## config.mk

```make
export PLATFORM = sky130hd
export DESIGN_NAME = date_display_seq
export DESIGN_NICKNAME = d
export VERILOG_FILES = /design/src/rtl/date_display_pkg.sv /design/src/rtl/key_debounce.sv /design/src/rtl/date_display_seq.sv
export SDC_FILE = /design/constraint.sdc
export NUM_CORES = 1
export LEC_CHECK = 0
export ABC_AREA = 0
export BUFFER_PORTS_ARGS = -buffer_cell sky130_fd_sc_hd__buf_2
export CORE_MARGIN = 10
export CORE_UTILIZATION = 55
export CTS_CLUSTER_SIZE = 8
export DETAILED_ROUTE_END_ITERATION = 16
export PLACE_DENSITY = 0.9
export RECOVER_POWER = 50
export SLEW_MARGIN = 40
export SYNTH_ARGS = -nofsm -noshare
export SYNTH_HDL_FRONTEND = slang
export SYNTH_SLANG_ARGS = --single-unit
```

## constraint.sdc

```tcl
create_clock -name clk -period 2 [get_ports clk]
set_input_delay 0.2 -clock clk [delete_from_list [all_inputs] [get_ports clk]]
set_output_delay 0.2 -clock clk [all_outputs]
set_load 0.02 [all_outputs]
```

## src/rtl/date_display_pkg.sv

```systemverilog
// Shared constants and helpers for the sequenced date display.
package date_display_pkg;

  // Active-low 7-segment patterns, bit order {dp,g,f,e,d,c,b,a}; dp always off.
  localparam logic [7:0] SEG_0     = 8'hC0;
  localparam logic [7:0] SEG_1     = 8'hF9;
  localparam logic [7:0] SEG_2     = 8'hA4;
  localparam logic [7:0] SEG_3     = 8'hB0;
  localparam logic [7:0] SEG_4     = 8'h99;
  localparam logic [7:0] SEG_5     = 8'h92;
  localparam logic [7:0] SEG_6     = 8'h82;
  localparam logic [7:0] SEG_7     = 8'hF8;
  localparam logic [7:0] SEG_8     = 8'h80;
  localparam logic [7:0] SEG_9     = 8'h90;
  localparam logic [7:0] SEG_BLANK = 8'hFF;

  typedef enum logic {
    DB_RELEASED = 1'b0,
    DB_PRESSED  = 1'b1
  } db_state_e;

  // Index width with a floor of one bit so a single-entry table still has a port.
  function automatic int unsigned idx_width(input int unsigned n);
    return (n > 2) ? $clog2(n) : 1;
  endfunction

  // BCD nibble to segments; non-decimal codes blank the digit.
  function automatic logic [7:0] seg_decode(input logic [3:0] nib);
    case (nib)
      4'd0:    return SEG_0;
      4'd1:    return SEG_1;
      4'd2:    return SEG_2;
      4'd3:    return SEG_3;
      4'd4:    return SEG_4;
      4'd5:    return SEG_5;
      4'd6:    return SEG_6;
      4'd7:    return SEG_7;
      4'd8:    return SEG_8;
      4'd9:    return SEG_9;
      default: return SEG_BLANK;
    endcase
  endfunction

endpackage

```

## src/rtl/key_debounce.sv

```systemverilog
// Push-button synchroniser and debouncer: accepted level plus a one-cycle press pulse.
module key_debounce
  import date_display_pkg::*;
#(
  parameter int unsigned DEBOUNCE_CYCLES = 500000
) (
  input  logic clk,
  input  logic reset,
  input  logic key_n,
  output logic pressed,
  output logic press
);

  localparam int unsigned CW = (DEBOUNCE_CYCLES > 1) ? $clog2(DEBOUNCE_CYCLES) : 1;

  logic          sync1_q, sync2_q;
  db_state_e     state_q, state_d;
  logic [CW-1:0] cnt_q, cnt_d;
  logic          press_q, press_d;
  logic          differ_c;

  // Two-flop synchroniser for the asynchronous key; idles high (released).
  always_ff @(posedge clk) begin
    if (reset) begin
      sync1_q <= 1'b1;
      sync2_q <= 1'b1;
    end else begin
      sync1_q <= key_n;
      sync2_q <= sync1_q;
    end
  end

  // State, stability counter and press pulse registers.
  always_ff @(posedge clk) begin
    if (reset) begin
      state_q <= DB_RELEASED;
      cnt_q   <= '0;
      press_q <= 1'b0;
    end else begin
      state_q <= state_d;
      cnt_q   <= cnt_d;
      press_q <= press_d;
    end
  end

  // Count consecutive cycles the synced level disagrees with the accepted one; any agreement restarts.
  always_comb begin
    state_d  = state_q;
    cnt_d    = '0;
    press_d  = 1'b0;
    differ_c = (state_q == DB_PRESSED) ? sync2_q : ~sync2_q;
    if (differ_c) begin
      if (cnt_q == CW'(DEBOUNCE_CYCLES - 1)) begin
        state_d = (state_q == DB_PRESSED) ? DB_RELEASED : DB_PRESSED;
        press_d = (state_q == DB_RELEASED);
      end else begin
        cnt_d = cnt_q + CW'(1);
      end
    end
  end

  assign pressed = (state_q == DB_PRESSED);
  assign press   = press_q;

endmodule

```

## src/rtl/date_display_seq.sv

```systemverilog
// Sequenced BCD date display: steps through a table of dates on key press or timer.
// Optional build macro BLANK_LEADING_ZERO_EN blanks leading zero digits (digit 0 always shown).
module date_display_seq
  import date_display_pkg::*;
#(
  parameter int unsigned NUM_ENTRIES     = 2,
  parameter int unsigned DIGITS          = 6,
  parameter logic [4*DIGITS*NUM_ENTRIES-1:0] ENTRY_TABLE = {24'h101798, 24'h110399},
  parameter int unsigned DEBOUNCE_CYCLES = 500000,
  parameter int unsigned ROTATE_TICKS    = 50000000
) (
  input  logic                               clk,
  input  logic                               reset,
  input  logic                               key_n,
  input  logic                               auto_en,
  output logic [8*DIGITS-1:0]                hex_n,
  output logic [idx_width(NUM_ENTRIES)-1:0]  idx,
  output logic                               press
);

  localparam int unsigned IW = idx_width(NUM_ENTRIES);
  localparam int unsigned EW = 4 * DIGITS;
  localparam int unsigned RW = $clog2(ROTATE_TICKS);

  logic          key_press, key_level;
  logic          step_c, rot_term_c, adv_c;
  logic [RW-1:0] rot_cnt_q, rot_cnt_d;
  logic [IW-1:0] idx_q, idx_d;
  logic [EW-1:0] entry_c;
  logic [DIGITS-1:0] blank_c;

  key_debounce #(
    .DEBOUNCE_CYCLES(DEBOUNCE_CYCLES)
  ) u_key_debounce (
    .clk    (clk),
    .reset  (reset),
    .key_n  (key_n),
    .pressed(key_level),
    .press  (key_press)
  );

  // Manual step: press pulse, qualified by the accepted level that produced it.
  assign step_c = key_press & key_level;

  // Rotate timer and index advance; a press restarts the dwell and coincident events step once.
  always_comb begin
    rot_cnt_d  = rot_cnt_q;
    rot_term_c = 1'b0;
    if (!auto_en) begin
      rot_cnt_d = '0;
    end else begin
      rot_term_c = (rot_cnt_q == RW'(ROTATE_TICKS - 1));
      rot_cnt_d  = (rot_term_c || step_c) ? '0 : rot_cnt_q + RW'(1);
    end
    adv_c = step_c | rot_term_c;
    idx_d = idx_q;
    if (adv_c) begin
      idx_d = (idx_q == IW'(NUM_ENTRIES - 1)) ? '0 : idx_q + IW'(1);
    end
  end

  // Timer and index registers.
  always_ff @(posedge clk) begin
    if (reset) begin
      rot_cnt_q <= '0;
      idx_q     <= '0;
    end else begin
      rot_cnt_q <= rot_cnt_d;
      idx_q     <= idx_d;
    end
  end

  // Table mux: pick the entry for the current index.
  always_comb begin
    entry_c = '0;
    for (int unsigned e = 0; e < NUM_ENTRIES; e++) begin
      if (idx_q == IW'(e)) entry_c = ENTRY_TABLE[e*EW +: EW];
    end
  end

`ifdef BLANK_LEADING_ZERO_EN
  logic lz_run_c;

  // Blank zeros above the highest non-zero digit, scanning from the top.
  always_comb begin
    blank_c  = '0;
    lz_run_c = 1'b0;
    for (int d = DIGITS - 1; d >= 1; d--) begin
      lz_run_c   = lz_run_c | (entry_c[4*d +: 4] != 4'h0);
      blank_c[d] = ~lz_run_c;
    end
  end
`else
  // Every digit shown, zeros included.
  always_comb begin
    blank_c = '0;
  end
`endif

  for (genvar d = 0; d < DIGITS; d++) begin : g_digit
    logic [7:0] seg_d, seg_q;

    // Decode one nibble, honouring the blanking mask.
    always_comb begin
      seg_d = blank_c[d] ? SEG_BLANK : seg_decode(entry_c[4*d +: 4]);
    end

    // Registered segment output; blank out of reset.
    always_ff @(posedge clk) begin
      if (reset) seg_q <= SEG_BLANK;
      else       seg_q <= seg_d;
    end

    assign hex_n[8*d +: 8] = seg_q;
  end

  assign idx   = idx_q;
  assign press = key_press;

endmodule

```

### Word-level counts from Yosys, hierarchy flattened

Memories as Yosys holds them, arrays and structs flattened. A register that Yosys moved wholly into a read port is not among the register bits.
Cells that the tools add are included.

* bits in writable memories: 0
* logic and storage cells: 41
* ROM bits: 672
* memories kept: 6
* bits in latches: 0
* bits in registers: 98
* output and inout bits: 50

Memory list
* (no name shown): words 16, bits a word 7, rd ports 1, clocked after Yosys merged registers in 1, wr ports 0, RTL line date_display_pkg.sv:29 `case (nib)`
* (no name shown): words 16, bits a word 7, rd ports 1, clocked after Yosys merged registers in 1, wr ports 0, RTL line date_display_pkg.sv:29
* (no name shown): words 16, bits a word 7, rd ports 1, clocked after Yosys merged registers in 1, wr ports 0, RTL line date_display_pkg.sv:29
* (no name shown): words 16, bits a word 7, rd ports 1, clocked after Yosys merged registers in 1, wr ports 0, RTL line date_display_pkg.sv:29
* (no name shown): words 16, bits a word 7, rd ports 1, clocked after Yosys merged registers in 1, wr ports 0, RTL line date_display_pkg.sv:29
* (no name shown): words 16, bits a word 7, rd ports 1, clocked after Yosys merged registers in 1, wr ports 0, RTL line date_display_pkg.sv:29

* divide/modulo/power cells: 0
* bitwise operators: 7
* equality and inequality tests: 2
* add/subtract/negate cells: 3
* muxes and demuxes: 5
* shift-type cells: 0
* multiply operators: 0
* reduce and logical (&&, ||, !) cells: 5
* order comparisons: 0

Operators with widths (count)
* $add 26x1->26 const B: 1
* $eq 26x26->1 const B: 1
* $add 19x1->19 const B: 1
* $eq 19x19->1 const B: 1
* $mux 17: 1
* $reduce_or 3->1: 3
* $not 1->1: 5
* $mux 1: 4
* $reduce_and 2->1: 1
* $add 1x1->1 const B: 1
* $and 1x1->1: 1
* $logic_or 1x1->1: 1
* $or 1x1->1: 1

### Depth between registers and ports, before layout

* word-level depth: 4
* mapped depth: 7
* mapped depth without buffers: 5

### Cells and area by module

A second synthesis with hierarchy kept.

* cells, all modules: 308
* area total of the unflattened synthesis: 2834.0 sq um

By module, submodules not included
* date_display_seq: seq. area each 600.6 sq um, cells each 196, area each 1736.7 sq um, instances 1
* key_debounce: seq. area each 460.4 sq um, cells each 112, area each 1097.3 sq um, instances 1

### Worst setup path before layout

Ideal clock, no wire load.

* path kind: register to register
* start: register u_key_debounce.cnt_q[0]
* end: register u_key_debounce.cnt_q[11]
* setup slack: 0.306 ns
* stages on the path, launching flop included: 8
* clock period less this slack: 1.694 ns
* setup time: 0.115 ns
* arrival: 1.579 ns
* cells stage by stage: dfxtp_1 -> ha_1 -> and4_1 -> buf_4 -> nand4_2 -> o21ai_2 -> buf_4 -> nor2_1

* longest elaborated chain between the ends: 2
* elaborated cells between the ends (all ways): 3

Ends and longest elaborated chain
* from (decl): RTL line key_debounce.sv:18 `logic [CW-1:0] cnt_q, cnt_d;`
* from (signal assigned): RTL line key_debounce.sv:41 `cnt_q <= cnt_d;`
* parallel branches: the longest is 2 deep, another holds $add 19x1->19

Several ways; the timed one is not identified.
A chain may end at the register's enable or synchronous reset.

### Final worst setup path

* start: register rot_cnt_q[0]
* end: register rot_cnt_q[22]

* longest elaborated chain between the ends: 3
* elaborated cells between the ends (all ways): 4

Ends and longest elaborated chain
* from (decl): RTL line date_display_seq.sv:27 `logic [RW-1:0] rot_cnt_q, rot_cnt_d;`
* from (signal assigned): RTL line date_display_seq.sv:68 `rot_cnt_q <= rot_cnt_d;`
* parallel branches: the longest is 3 deep, another holds $add 26x1->26

Several ways; the timed one is not identified.

==> tab_implementation.tex <==
\begin{tabular}{lr}
\hline
Metric & Value \\
\hline
\multicolumn{2}{l}{\textbf{Yosys}} \\
Synth warnings & 0 \\
Instance count of the mapped netlist & between 300 and 400 \\
Post-synthesis adder-cell area fraction & 0.009363 \\
Number of synthesized flops with an enable pin & 0 \\
Dominant combinational cell family by area after synthesis & simple AND/OR/NAND/NOR gates \\
Simple-gate share of the synthesized area & 0.2729 \\
Synthesized area per cell & just under 9 µm² \\
Flops \& latches, synth & 53 \\
Xor and xnor area share after synthesis & 0.07865 \\
Synth Area in Compound Gates & 0.08521 \\
Top\_reg\_cell synth & dfxtp\_1 \\
Sequential area share after synthesis & 0.3970 \\
Post-Syn Area & 0.002673 mm² \\
Multiplexer share of the synthesized area & 0.003745 \\
Count of distinct cell types in the synthesized netlist & 40 \\
Post-synthesis async set-or-reset flop share & 0 \\
\multicolumn{2}{l}{\textbf{Pwr}} \\
Peak supply drop & 0.4578 mV \\
Total power per unit cell area & 678.4 mW/mm² \\
Static Leakage & 0.8892 nW \\
\multicolumn{2}{l}{\textbf{Setup path}} \\
Arrival time reported for the critical path endpoint & 2070 ps \\
Crit path from & rot\_cnt\_q[0] \\
Required time at the worst-slack endpoint & between 2000 and 2500 ps \\
Cell breakdown of the critical path & ha\_1 > and3\_1 > nand4\_1 > buf\_4 > or4\_1 > a21oi\_1 \\
Max stage delay on crit path & 460 ps \\
Master of the slowest instance on the critical path & or4\_1 \\
FF-to-FF Start & rot\_cnt\_q[0] \\
CP Launch Type & flip-flop \\
Type of the worst setup path & flip-flop to flip-flop \\
Type of destination of the critical path & flip-flop \\
Depth of the worst register-to-register path & 6 \\
Register-to-register path setup slack & about 170 ps \\
Critical path peak fanout & 13 \\
\multicolumn{2}{l}{\textbf{Floorplanning}} \\
Row cnt & 25 \\
Core Area & 0.004723 mm² \\
Top-Level Pins & 54 \\
Die Outline Area & 0.008048 mm² \\
Starting density of the core & 0.5658 \\
Die boundary width & 89.71 µm \\
Chip Height & 89.71 µm \\
\multicolumn{2}{l}{\textbf{Timing}} \\
Setup repair after global routing missed its margin & no \\
Achievable clock frequency & 0.5460 GHz \\
Part of the cycle the worst path needs & 0.9158 \\
Setup TNS & 0 ps \\
Skew final & 8.470 ps \\
Final Max Tran Viols & 0 \\
Final hold violation count & 0 \\
Post-route minimum period & 1832 ps \\
Worst Tran Pin Value & 540.3 ps \\
Endpoints failing setup & 0 \\
Remaining max-slew budget at the tightest pin & 0.6393 \\
\multicolumn{2}{l}{\textbf{Clock tree}} \\
Clock insertion delay at the later pin of the skew report & 310 ps \\
Clock input transition at the sequential cells of the worst setup and hold paths & 90 ps \\
Library cell used as clock root buffer & clkbuf\_8 \\
CTS tree & yes \\
Setup bufs post-CTS & 0 \\
Hold-fix buffers, CTS & 0 \\
H-tree depth & 2 \\
Clock sink count & 53 \\
Clock tree buffer depth & 2 \\
Number of buffers inserted during clock tree synthesis & 5 \\
Post-cts repair resize count & 0 \\
\multicolumn{2}{l}{\textbf{Global routing}} \\
Maximum number of pins on one net before global-route repair & 22 \\
Wire length of the first global-routing pass & between 9000 and 10,000 µm \\
Combined global-route utilization of all metal layers & 0.1277 \\
Leftover overflow at the end of global routing & 0 \\
Initial antenna violation count & 0 \\
Number of global-route vias before repair & 1,968 \\
\multicolumn{2}{l}{\textbf{Layout}} \\
Number of inserted diodes & 0 \\
Area added between synthesis and finish & 1.170\% \\
Area of the multi-input gates & 0.001256 mm² \\
Fin nets & 326 \\
Storage element area & 0.001061 mm² \\
\# fillers & 423 \\
Non-filler cells in the finished layout & 388 \\
Fraction of final layout cells with drive strength greater than 1 & 0.07477 \\
\multicolumn{2}{l}{\textbf{Drt}} \\
WL met2 & 2622 µm \\
Detailed router's first-iteration violation count & 161 \\
Total via count in the routed design & 2,064 \\
Via count normalized by instance count & 5.320 \\
Wl on met1 & between 2000 and 2500 µm \\
Top metal layer carrying routed signals & met4 \\
Routed wirelength normalized by instance count & 13.45 µm \\
Detailed-route wire length & 5219 µm \\
Remaining design rule violation count & 0 \\
Met3 wire len & approximately 340 µm \\
Router iterations before antenna repair & 4 \\
Residual antenna-violating net count after detailed routing & 0 \\
\multicolumn{2}{l}{\textbf{Run}} \\
MaxCap Viol Count & 0 \\
\multicolumn{2}{l}{\textbf{Placed design}} \\
Number of input and output port buffers inserted & 37 \\
Hpwl dp & 3790 µm \\
Last weighted congestion value of the routability-driven placer & 0.8561 \\
Placed insts & 380 \\
\multicolumn{2}{l}{\textbf{Status}} \\
Result of the run & complete, no violations \\
\multicolumn{2}{l}{\textbf{Worst hold path}} \\
Hold WC Path Type & input pin to flip-flop \\
Hold wc startpoint & key\_n \\
Depth of the worst hold-timing path & 2 \\
\hline
\end{tabular}
-- logic make-up after synthesis --
kind of cell             Yosys count
other                              1
AND/OR/NAND/NOR                  129
adder cells (fa/ha/maj)            2
buffers and inverters             57
flip-flops                        53
XOR/XNOR                          24
multiplexers                       1
AO/OA/AOI/OAI                     41
-- stage by stage --
step,power [mW],hold WS (ps),util,worst slack (ps),cell area (µm²)
floorplan,1.236,227.7,-,306.4,2729
global placement,1.215,387.9,0.5624,241.8,2656
detailed placement,1.217,391.1,0.5624,186.4,2656
CTS,1.848,73.90,0.5838,160.9,2758
global route,1.904,70.94,0.5725,63.25,2704
finish,1.834,71.19,0.5725,168.4,2704
-- cells in the mapped netlist, types with 2 or more instances --
library cell   n  share of area
a21oi_1       18          0.034
and2_1         3         0.0070
and3_1        11          0.026
and4_1         7          0.023
buf_2          5         0.0094
buf_4         47           0.13
dfxtp_1       53           0.40
ha_1           2         0.0094
inv_1          3         0.0042
nand2_1       15          0.021
nand3_1       17          0.032
nand3_2        2         0.0075
nand4_1        9          0.021
nor2_1        30          0.042
nor3_1         2         0.0037
nor4_1         2         0.0047
nor4b_1        2         0.0066
o21ai_0       15          0.028
o31ai_1        5          0.014
or2_2          3         0.0070
or3_1         13          0.030
or4_1          4          0.011
xnor2_1        7          0.023
xor2_1        17          0.056
-- placed cells by master (no fill, tap or decap), types with 10 or more instances in the layout --
cell	instances
a21oi_1	18
and3_1	11
clkbuf_1	36
conb_1	16
dfxtp_1	53
nand2_1	15
nand3_1	17
nand4_1	10
nor2_1	30
o21ai_0	15
or3_1	13
xor2_1	17
-- final cells by class --
| cell class | count | area share |
|---|---|---|
| clock inverters | 1 | 0.001851 |
| flip-flops and latches | 53 | 0.3924 |
| clock buffers | 7 | 0.03563 |
| repair buffers | 44 | 0.07034 |
| well taps | 67 | 0.03100 |
| inverters | 3 | 0.004165 |
| multi-input cells | 213 | 0.4646 |
-- worst max-delay path, delay by kind of cell (launching register included) --
family | cells | cell delay, ps
flip-flops | 1 | 370
AND/OR/NAND/NOR | 3 | 840
AO/OA/AOI/OAI | 1 | 150
buffers and inverters | 1 | 190
adder cells (fa/ha/maj) | 1 | 230
-- path summary, 6_finish.rpt --
kind                                  to
setup reg to reg           rot_cnt_q[22]
hold reg to reg   u_key_debounce.sync2_q
hold / removal    u_key_debounce.sync1_q
setup / recovery           rot_cnt_q[22]
-- state kept, by name, indices dropped and copies added (netlist names) --
signal                  flops
u_key_debounce.sync1_q      1
u_key_debounce.pressed      1
rot_cnt_q                  26
u_key_debounce.press        1
g_digit.seg_q               3
idx                         1
u_key_debounce.cnt_q       19
u_key_debounce.sync2_q      1
-- per-layer routing --
| metal | up-vias | track usage |
|---|---|---|
| li1 | 1042 | - |
| met1 | 960 | 0.1414 |
| met2 | 54 | 0.2234 |
| met3 | 8 | 0.04239 |
| met4 | 0 | 0.04178 |
| met5 | - | 0 |
-- power breakdown --
part	internal, mW	total, mW	switching [mW]
clock	0.313	0.649	0.336
sequential	1.06	1.07	0.00900
combinational	0.0211	0.116	0.0946
Note: power is estimated with default switching activity, not from simulation.
